## src/rtl/if_fetch_stage.sv

```systemverilog
// Instruction-fetch stage: owns the fetch PC, runs the req/ack handshake to imem,
// and buffers one fetched instruction for the IF/ID latch.
// Latency: zero-wait imem -> fetch_valid 1 cycle after the request; N wait states add N cycles.
// Backpressure: stall_if holds the buffer and suppresses new requests; an outstanding request still completes.
//
// Ports:
//   clk, rst (async, active-high)
//   stall_if              hazard stall; the buffer is not consumed while high
//   redirect, redirect_pc taken branch/jump from EX; has priority over stall and ack
//   imem_req, imem_addr   fetch request/address (combinational)
//   imem_ack, imem_rdata  memory response; ack may arrive in the request cycle
//   PCOUT, IR             buffered PC/instruction to IF/ID (IR = NOP_INSTR when empty)
//   fetch_valid           buffer holds a real instruction
//   fetch_misalign        only when IF_MISALIGN_CHK_EN is defined: sticky misaligned-redirect flag
//
// Build option: define IF_MISALIGN_CHK_EN to add misaligned-redirect detection.
// Without it, redirect_pc[1:0] is ignored and treated as 2'b00.

module if_fetch_stage #(
    parameter logic [31:0] RESET_PC  = 32'h0000_0000,
    parameter logic [31:0] NOP_INSTR = 32'h0000_0013
) (
    input  logic        clk,
    input  logic        rst,
    input  logic        stall_if,
    input  logic        redirect,
    input  logic [31:0] redirect_pc,
    output logic        imem_req,
    output logic [31:0] imem_addr,
    input  logic        imem_ack,
    input  logic [31:0] imem_rdata,
    output logic [31:0] PCOUT,
    output logic [31:0] IR,
    output logic        fetch_valid
`ifdef IF_MISALIGN_CHK_EN
    ,
    output logic        fetch_misalign
`endif
);

    typedef enum logic [1:0] {
        ST_RUN  = 2'd0,
        ST_WAIT = 2'd1,
        ST_DROP = 2'd2
    } state_t;

    state_t      state;
    logic [31:0] pc;
    logic [31:0] addr_q;
    logic        buf_valid;
    logic [31:0] buf_pc;
    logic [31:0] buf_ir;

    logic        consume;
    logic        can_accept;
    logic        fetch_block;
    logic [31:0] redirect_tgt;

`ifdef IF_MISALIGN_CHK_EN
    logic misalign;
    logic redirect_misaligned;

    assign redirect_tgt        = redirect_pc;
    assign redirect_misaligned = (redirect_pc[1:0] != 2'b00);
    // A misaligned target parks the fetcher until the next aligned redirect.
    assign fetch_block         = misalign;
    assign fetch_misalign      = misalign;
`else
    logic unused_redirect_lsb;

    assign redirect_tgt        = {redirect_pc[31:2], 2'b00};
    assign fetch_block         = 1'b0;
    assign unused_redirect_lsb = ^redirect_pc[1:0];
`endif

    assign consume    = buf_valid & ~stall_if;
    assign can_accept = ~buf_valid | consume;

    // Requests from RUN are new fetches; WAIT/DROP keep the accepted request
    // asserted on its captured address until memory acks it.
    always_comb begin
        imem_req  = 1'b1;
        imem_addr = addr_q;
        if (state == ST_RUN) begin
            imem_req  = can_accept & ~redirect & ~fetch_block;
            imem_addr = pc;
        end
    end

    assign PCOUT       = buf_pc;
    assign IR          = buf_ir;
    assign fetch_valid = buf_valid;

    always_ff @(posedge clk or posedge rst) begin
        if (rst) begin
            state     <= ST_RUN;
            pc        <= RESET_PC;
            addr_q    <= RESET_PC;
            buf_valid <= 1'b0;
            buf_pc    <= RESET_PC;
            buf_ir    <= NOP_INSTR;
`ifdef IF_MISALIGN_CHK_EN
            misalign  <= 1'b0;
`endif
        end else if (redirect) begin
            // Redirect wins: flush the buffer and retarget. An unacked request
            // must still be drained, so it finishes in DROP with data discarded.
            pc        <= redirect_tgt;
            buf_valid <= 1'b0;
            buf_ir    <= NOP_INSTR;
`ifdef IF_MISALIGN_CHK_EN
            misalign  <= redirect_misaligned;
`endif
            case (state)
                ST_RUN: begin
                    if (imem_req && !imem_ack) begin
                        addr_q <= pc;
                        state  <= ST_DROP;
                    end
                end
                ST_WAIT, ST_DROP: begin
                    state <= imem_ack ? ST_RUN : ST_DROP;
                end
                default: state <= ST_RUN;
            endcase
        end else begin
            if (consume) begin
                buf_valid <= 1'b0;
                buf_ir    <= NOP_INSTR;
            end
            // A load below overrides the clear above: consume and ack in the
            // same cycle replace the buffer, sustaining one instruction per cycle.
            case (state)
                ST_RUN: begin
                    if (imem_req) begin
                        if (imem_ack) begin
                            buf_valid <= 1'b1;
                            buf_pc    <= pc;
                            buf_ir    <= imem_rdata;
                            pc        <= pc + 32'd4;
                        end else begin
                            addr_q <= pc;
                            state  <= ST_WAIT;
                        end
                    end
                end
                ST_WAIT: begin
                    // Buffer is necessarily empty here: the request was only
                    // issued with can_accept and nothing else fills the buffer.
                    if (imem_ack) begin
                        buf_valid <= 1'b1;
                        buf_pc    <= addr_q;
                        buf_ir    <= imem_rdata;
                        pc        <= addr_q + 32'd4;
                        state     <= ST_RUN;
                    end
                end
                ST_DROP: begin
                    if (imem_ack) begin
                        state <= ST_RUN;
                    end
                end
                default: state <= ST_RUN;
            endcase
        end
    end

endmodule

```

## config.mk

```make
export PLATFORM = sky130hd
export DESIGN_NAME = if_fetch_stage
export DESIGN_NICKNAME = d
export VERILOG_FILES = /design/src/rtl/if_fetch_stage.sv
export SDC_FILE = /design/constraint.sdc
export NUM_CORES = 1
export LEC_CHECK = 0
export ABC_AREA = 1
export CORE_MARGIN = 2
export CORE_UTILIZATION = 51
export CTS_CLUSTER_DIAMETER = 120
export DETAILED_ROUTE_END_ITERATION = 8
export PLACE_DENSITY = 0.77
export SETUP_SLACK_MARGIN = 0.3
export SLEW_MARGIN = 20
export SYNTH_ARGS = -nofsm -noshare
export SYNTH_HDL_FRONTEND = slang
export SYNTH_SLANG_ARGS = --single-unit
```

## constraint.sdc

```tcl
create_clock -name clk -period 5.1 [get_ports clk]
set_input_delay 0.765 -clock clk [delete_from_list [all_inputs] [get_ports clk]]
set_output_delay 0.765 -clock clk [all_outputs]
set_load 0.01 [all_outputs]
```

==> out/qor.txt <==
Setup TNS: 0 ns
Post-CTS Hold Buffers: 0
Final WL: 19790 um
I/O pins: 167
Worst Path Max Fanout: 43
Die Width: 122.0 um
Max Clock Skew: 0.007281 ns
Pwr/cell area: 589.5 nW/um^2
Post-synth top area share: 45.12%
Yosys warns: 0
Number of enable flip-flop cells after synthesis: 0
Via/cell ratio: 5.269
Hold Path Class: register to register
Startpoint types: register
Synth area leaders: dfrtp_1 45%, nand2_1 20%, o21ai_0 9.9%
Vias: 7039
Post-CTS sizing: 0
First-pass GRT wire length: 32130 um
Final Setup Violations: 0
Asr flop ratio synth: 100.0%
Max-cap viol count: 0
Tcrit/Tclk final: 68.02%
Syn Nets: 1076
Placed inst area: 8808 sq um
Delay of the slowest cell on the worst path: 0.61 ns
Vias in the first global route: 6479
Max-slew violations: 0
P_leak: 0.004272 uW
Share of layout cells above drive strength 1: 5.882%
Die Height: 122.0 um
Grt ovf: 0
Crit-path leading delay family: buffers and inverters
Hold Vio Cnt, Final: 0
DR iter-0 viols: 611
Clock-pin slew on the worst setup and hold paths: 0.06 ns
Yosys reg bits: 131
Register area share after synthesis: 46.23%
H-tree lvl count: 4
Critical path required time: 4.34 ns
Largest net degree at the start of global routing: 86
GRT Overall Usage: 27.52%
Post-CTS Setup Inserts: 0
CP bufs+invs: 4
Drt drc: 0
Mapped Cells: 1003
Clock Path Buffers: 2
Num CTS Buffers: 17
Cell taking the most area after synthesis: dfrtp_1
Main synth FF type: dfrtp_1
GPL Wtd Cong: 0.9302
Worst setup EP type: output pin
HPWL Detailed: 13290 um
Crit path arrival time: 2.70 ns
Clk_lat worst skew: 0.41 ns
Die area: 14880 sq um
Clk root buf: clkbuf_16
Cell variety after synth: 31
Port buffer count: 164
Post-route ant nets: 0
Slew margin rel.: 33.59%
DRT Pass-1 Iters: 5
Max IR drop VDD: 338.0 uV
Worst slew pin tran: 0.9951 ns
N_diodes: 0
F_max: 288.3 MHz
Mapped Avg Cell Area: 7.078 sq um
Initial antenna violation count: 0
Per-cell routed wire length: 14.82 um
Syn Std Cell Area: 7099 sq um
Setup CP Type: register to output pin
Minimum clock period: 3.469 ns
Outcome: finished clean
Clock sink total: 131
Slowest-stage cell, CP: clkdlybuf4s50_1
Finished Cell Area: 9387 sq um
RSZ-0062 raised after global routing: no
Starting density of the core: 51.75%
Nets@finish: 1216
Layout area overhead: 32.22%
Crit path cell chain: inv_1, ha_1, buf_4, inv_2, nand2_1, o21ai_0, clkdlybuf4s50_1
Core area: 13720 sq um
CTS tree: built
Row Count: 43
[stage by stage]
| step | worst slack, ns | util [%] | hold slack, ns | cells | total power, uW |
|---|---|---|---|---|---|
| 3_5_place_dp | 1.391 | 64.20 | 0.4600 | 1304 | 4314 |
| 2_1_floorplan | 0.8423 | - | 0.4708 | 1003 | 3178 |
| 3_3_place_gp | 1.442 | 64.20 | 0.4583 | 1304 | 4272 |
| 4_1_cts | 1.219 | 68.42 | 0.4737 | 1336 | 5544 |
| 5_1_grt | 1.426 | 68.42 | 0.5029 | 1336 | 5953 |
| 6_report | 1.631 | 68.42 | 0.4757 | 1336 | 5533 |
[final timing paths]
check	slack [ns]	start	end	depth (start not counted)
worst max-delay path	1.63	state[0]	imem_addr[12]	7
worst min-delay path	0.48	PCOUT[3]	PCOUT[3]	2
worst max register to register	1.71	state[0]	pc[5]	8
worst min register to register	0.48	PCOUT[3]	PCOUT[3]	2
max in group asynchronous	3.34	rst	IR[1]	3
min in group asynchronous	0.86	rst	IR[27]	2
[sequential cells by signal, summed over array words and instances, names as in the netlist]
signal,count
pc,32
addr_q,32
fetch_valid,1
state,2
PCOUT,32
IR,32
[final cells by class]
type / count / area (sq um)
multi-input cells: 741 / 3284
flip-flops and latches: 131 / 3282
fillers: 1168 / 4333
clock inverters: 5 / 75.07
inverters: 80 / 302.8
repair buffers: 172 / 1714
well taps: 180 / 225.2
clock buffers: 27 / 503.0
[placed cells by master (no fill, tap or decap), drive strengths merged, types with 2 or more instances in the layout]
master         count
clkdlybuf4s50    164
xor2               2
inv               80
bufinv             2
ha                 4
a21oi             50
nand2            380
o21ai            145
clkinv             3
nand4              3
o22ai              6
clkbuf            27
and2               3
nand3             48
o211ai             4
buf                8
nor2              90
dfrtp            128
dfstp              3
[power by group]
| part | total, uW | leakage, uW | switching (uW) | internal (uW) |
|---|---|---|---|---|
| combinational | 2670 | 0.00234 | 1570 | 1090 |
| sequential | 1670 | 0.00165 | 243 | 1420 |
| clock | 1200 | 0.000285 | 428 | 770 |
[per-layer routing]
| layer | wire, um | vias up | part of all wire (%) | global-route usage [%] |
|---|---|---|---|---|
| met5 | 0 | - | 0 | 0 |
| met3 | 1706 | 28 | 8.6 | 5.524 |
| li1 | - | 3488 | - | - |
| met2 | 8696 | 325 | 44 | 42.11 |
| met1 | 9008 | 3198 | 46 | 38.73 |
| met4 | 381 | 0 | 1.9 | 10.49 |
[kinds of logic (layout without fill, tap and decap cells)]
kind of cell    count (synthesis)  after routing  synth area share [%]
simple gates                  524            524                 29.89
flops                         131            131                 46.23
xor+xnor                        3              3                0.3702
compound gates                210            210                 15.30
fa+ha+maj                       4              4                0.7050
buf+inv                       131            284                 7.508
[cell usage after synthesis (all sizes together) (2+ instances only)]
| cell | number |
|---|---|
| nand2 | 380 |
| o21ai | 145 |
| dfrtp | 128 |
| nor2 | 90 |
| inv | 80 |
| a21oi | 50 |
| nand3 | 48 |
| clkbuf | 32 |
| buf | 19 |
| o22ai | 6 |
| ha | 4 |
| o211ai | 4 |
| and2 | 3 |
| dfstp | 3 |
| nand4 | 3 |
| xor2 | 2 |
[worst register-to-register path: cells and delay by family (launching register included)]
family | cells | cell delay, ns
DFF | 1 | 0.41
AOI/OAI and AO/OA | 4 | 1.37
adders and majority gates | 1 | 0.21
buffers and inverters | 3 | 1.28
Note: power is estimated with default switching activity, not from simulation.
==> patch 1: new RTL, config.mk and constraints unchanged <==
The 3 states of `state_t` get a one-hot encoding in 3 bits.
--- a/src/rtl/if_fetch_stage.sv
+++ b/src/rtl/if_fetch_stage.sv
@@ -40,6 +40,6 @@
 
-    typedef enum logic [1:0] {
-        ST_RUN  = 2'd0,
-        ST_WAIT = 2'd1,
-        ST_DROP = 2'd2
+    typedef enum logic [2:0] {
+        ST_RUN  = 3'b001,
+        ST_WAIT = 3'b010,
+        ST_DROP = 3'b100
     } state_t;
Check against the original RTL: same outputs for any inputs over 4 cycles, from zero or initial values and one cycle with rst high; so few cycles prove little.
==> patch 1 against the unedited design <==
  * Worst hold slack better by 2.2 ps
  * Area after synthesis up 1.6%
  * Cell area up 1.2%
  * Die area up 1.6%
  * Critical endpoint is now imem_addr[17]
  * Wire length up 2.3%
  * Non-clock buffer count unchanged
  * Largest cell class unchanged
  * Sequential cell count up 1
  * Global-route usage about the same
  * Critical path type unchanged
  * Total power up 1.3%
  * Count of clock-buffer cells in the layout down 4
  * Setup slack worse by 210 ps
==> patch 1: results (changes against the unedited design) <==
* Setup bufs post-CTS at 0 (unchanged)
* Placed Area at 0.00888 mm2 (was 0.00881 mm2)
* Synth warn at 0 (unchanged)
* Post-synthesis sequential area ratio at 0.459 (was 0.462)
* WP data arrival at 2920 ps (was 2700 ps)
* Placed Instances at 1264 (was 1304)
* Status: complete, no violations (unchanged)
* Synth Area per Inst at 7.47 um2 (was 7.08 um2)
* Area contributors post-synth: dfrtp_1, nand2_1, o21ai_0 (unchanged)
* Later-pin clock latency in the skew report at approximately 420 ps
* Post-Route WL at 20300 um (was 19800 um)
* Vias at 7053 (was 7039)
* Drt wl/cell at 15.6 um (was 14.8 um)
* Met3 Routed Length at 1730 um (was 1710 um)
* H-Tree Depth at 4 (unchanged)
* Lkg Pwr at 4.37 nW (was 4.27 nW)
* Ys flop type: dfrtp_1 (unchanged)
* Clk_skew at 6.02 ps (was 7.28 ps)
* GRT Overall Usage at 0.276 (was 0.275)
* CP max FO at 70 (was 43)
* Maximum number of pins on one net before global-route repair at 86 (unchanged)
* Pwr Density at 590 mW/mm2 (was 589 mW/mm2)
* Sw power at 0.00225 W (about the same)
* Seq pwr at 0.00169 W
* CP top delay family: buffers and inverters (unchanged)
* Worst path max stage delay at 610 ps (about the same)
* Routability cong. at 0.888 (was 0.930)
* Clk buf depth at 2 (unchanged)
* Post-synth top cells: nand2_1, dfrtp_1, o21ai_0 (was nand2_1, o21ai_0, dfrtp_1)
* First-pass GRT wire length at 32400 um (was 32100 um)
* Initial antenna violation count at 0 (unchanged)
* Met1 GRT Util at 0.367 (was 0.387)
* Worst-Margin Slew at 1010 ps (was 995 ps)
* Pre-CTS setup slack at 1310 ps (was 1390 ps)
* Routed metal-1 wire length at 8760 um (was 9010 um)
* Mapped Nets at 1036 (was 1076)
* Peak VDD IR at 0.276 mV (was 0.338 mV)
* Final nets at 1173 (was 1216)
* Met2 Use GR at 0.431 (was 0.421)
* Async SR Flop Fraction at 1.00 (unchanged)
* DP HPWL at 13400 um (was 13300 um)
* Vias in the first global route at 6465 (was 6479)
* DR WL met2 at 9330 um (was 8700 um)
* Slowest-stage cell, CP: clkdlybuf4s50_1 (unchanged)
* Layout cells sized above 1 at 0.0753 (was 0.0588)
* 1st-iter DRT viols at 541 (was 611)
* Netlist cell types at 37 (was 31)
* Clock Power at 0.00127 W (was 0.00120 W)
* Met3 usage at 0.0858 (was 0.0552)
* Antenna fix cells at 0 (unchanged)
* First-pass detailed-route iteration total at 5 (unchanged)
patch 1: worst paths after layout:
kind / from / endpoint / slack (ps) / cells past startpoint
setup / recovery: state[2] / imem_addr[17] / 1420 / 5
hold / removal: PCOUT[4] / PCOUT[4] / 480 / 2
setup reg to reg: state[2] / pc[2] / 1550 / 8
hold reg to reg: PCOUT[4] / PCOUT[4] / 480 / 2
max in group asynchronous: rst / PCOUT[17] / 3270 / 3
min in group asynchronous: rst / IR[23] / 840 / 2
patch 1: cell families (layout without fill, tap and decap cells):
kind of cell,count (synthesis),after routing,synth area share
AND/OR/NAND/NOR,495,495,0.295
buffers and inverters,140,290,0.0819
adder cells (fa/ha/maj),1,1,0.00173
XOR/XNOR,2,2,0.00243
AO/OA/AOI/OAI,196,196,0.160
flip-flops,132,132,0.459
patch 1: final cells by class:
cell class	count	area, um2
Sequential cell	132	3310
Timing Repair Buffer	172	1700
Fill cell	1168	4330
Multi-Input combinational cell	694	3330
Clock buffer	23	488
Clock inverter	9	125
Inverter	86	325
Tap cell	180	225
==> patch 2: new RTL, config.mk and constraints unchanged <==
Without the edit above. Add a define of `IF_MISALIGN_CHK_EN`.
--- a/src/rtl/if_fetch_stage.sv
+++ b/src/rtl/if_fetch_stage.sv
@@ -17,2 +17,4 @@
 // Without it, redirect_pc[1:0] is ignored and treated as 2'b00.
+
+`define IF_MISALIGN_CHK_EN
 
Behaviour (old outputs only; new: fetch_misalign): not the same (Yosys sat finds a counterexample within 4 cycles, from zero or initial values and one cycle with rst high).
==> patch 2 against the unedited design <==
  * Setup slack got worse by 740 ps
  * Cell area increased by 1.9%
  * Sequential share of layout area decreased by 0.40 points
  * Register-to-register slack got worse by 820 ps
  * Wire length increased by 5.3%
  * Sequential cell count increased by 1
  * Clock power decreased by 4%
  * Area after synthesis increased by 3.5%
  * Total power increased by 1.1%
==> patch 2: results (changes against the unedited design) <==
* Later-pin clock latency in the skew report at 430 ps (was 410 ps)
* Final nets at 1202 (was 1216)
* Clk_skew at 8.42 ps (was 7.28 ps)
* DR WL met2 at 10000 um (was 8700 um)
* Lkg Pwr at 4.22 nW (was 4.27 nW)
* Compound-Gate Fraction of Synth Area at 0.157 (was 0.153)
* Hold Crit Start: PCOUT[23] (was PCOUT[3])
* Met3 usage at 0.0664 (was 0.0552)
* Peak VDD IR at 0.330 mV (was 0.338 mV)
* Final core occ at 0.684 (about the same)
* Routability cong. at 0.911 (was 0.930)
* Slowest-stage cell, CP: clkinv_2 (was clkdlybuf4s50_1)
* Hold WS at 465 ps (was 476 ps)
* GRT Overall Usage at 0.277 (was 0.275)
* Comb. pwr at 0.00279 W (was 0.00267 W)
* WP data arrival at 4560 ps (was 2700 ps)
* R2r setup slk at 890 ps (was 1710 ps)
* Post-synth top cells: nand2_1, dfrtp_1, o21ai_0 (was nand2_1, o21ai_0, dfrtp_1)
* Status: complete, no violations (unchanged)
* Mapped Nets at 1064 (was 1076)
* Met2 Use GR at 0.443 (was 0.421)
* CP max FO at 71 (was 43)
* Max_slew headroom at 0.263 (was 0.336)
* Netlist cell types at 39 (was 31)
* Layout cells sized above 1 at 0.0833 (was 0.0588)
* Area contributors post-synth: dfrtp_1, nand2_1, o21ai_0 (unchanged)
* First-pass GRT wire length at 33200 um (was 32100 um)
* Routed metal-1 wire length at 8970 um (was 9010 um)
* Maximum number of pins on one net before global-route repair at 99 (was 86)
* 1st-iter DRT viols at 532 (was 611)
* Met1 GRT Util at 0.373 (was 0.387)
* Int Pwr at 0.00324 W (was 0.00329 W)
* Fill cells at 1204 (was 1168)
* Critical Path Sink: pc[29] (was imem_addr[12])
* Vias in the first global route at 6671 (was 6479)
* Vias at 7131 (was 7039)
* Placed Area at 0.00902 mm2 (was 0.00881 mm2)
==> patch 2: cell count changes after synthesis, moves of 10 or more <==
cell / change
nor2_1: -25
a21oi_1: -11
inv_1: +21
o21ai_0: -14
o21ai_2: +12
nand3_1: +45
nand2_1: -85
nand3b_1: +10
==> patch 2: stage by stage <==
step,setup WS (ps),instances
after floorplan,814,991
after global placement,1270,1290
after detailed placement,1130,1290
after CTS,1160,1321
after global routing,477,1321
final,894,1321
==> patch 2: area by class of cell <==
cell class | count | share of cell area
Clock buffer | 21 | 0.0481
Inverter | 100 | 0.0399
Sequential cell | 132 | 0.346
Timing Repair Buffer | 174 | 0.180
Clock inverter | 10 | 0.00876
Tap cell | 180 | 0.0235
Multi-Input combinational cell | 704 | 0.354
==> patch 2: worst max-delay path, delay by kind of cell (launching register included) <==
| kind | cells | cell delay [ps] |
|---|---|---|
| AND/OR/NAND/NOR | 7 | 1610 |
| buffers and inverters | 3 | 1320 |
| adder cells (fa/ha/maj) | 1 | 780 |
| flip-flops | 1 | 400 |
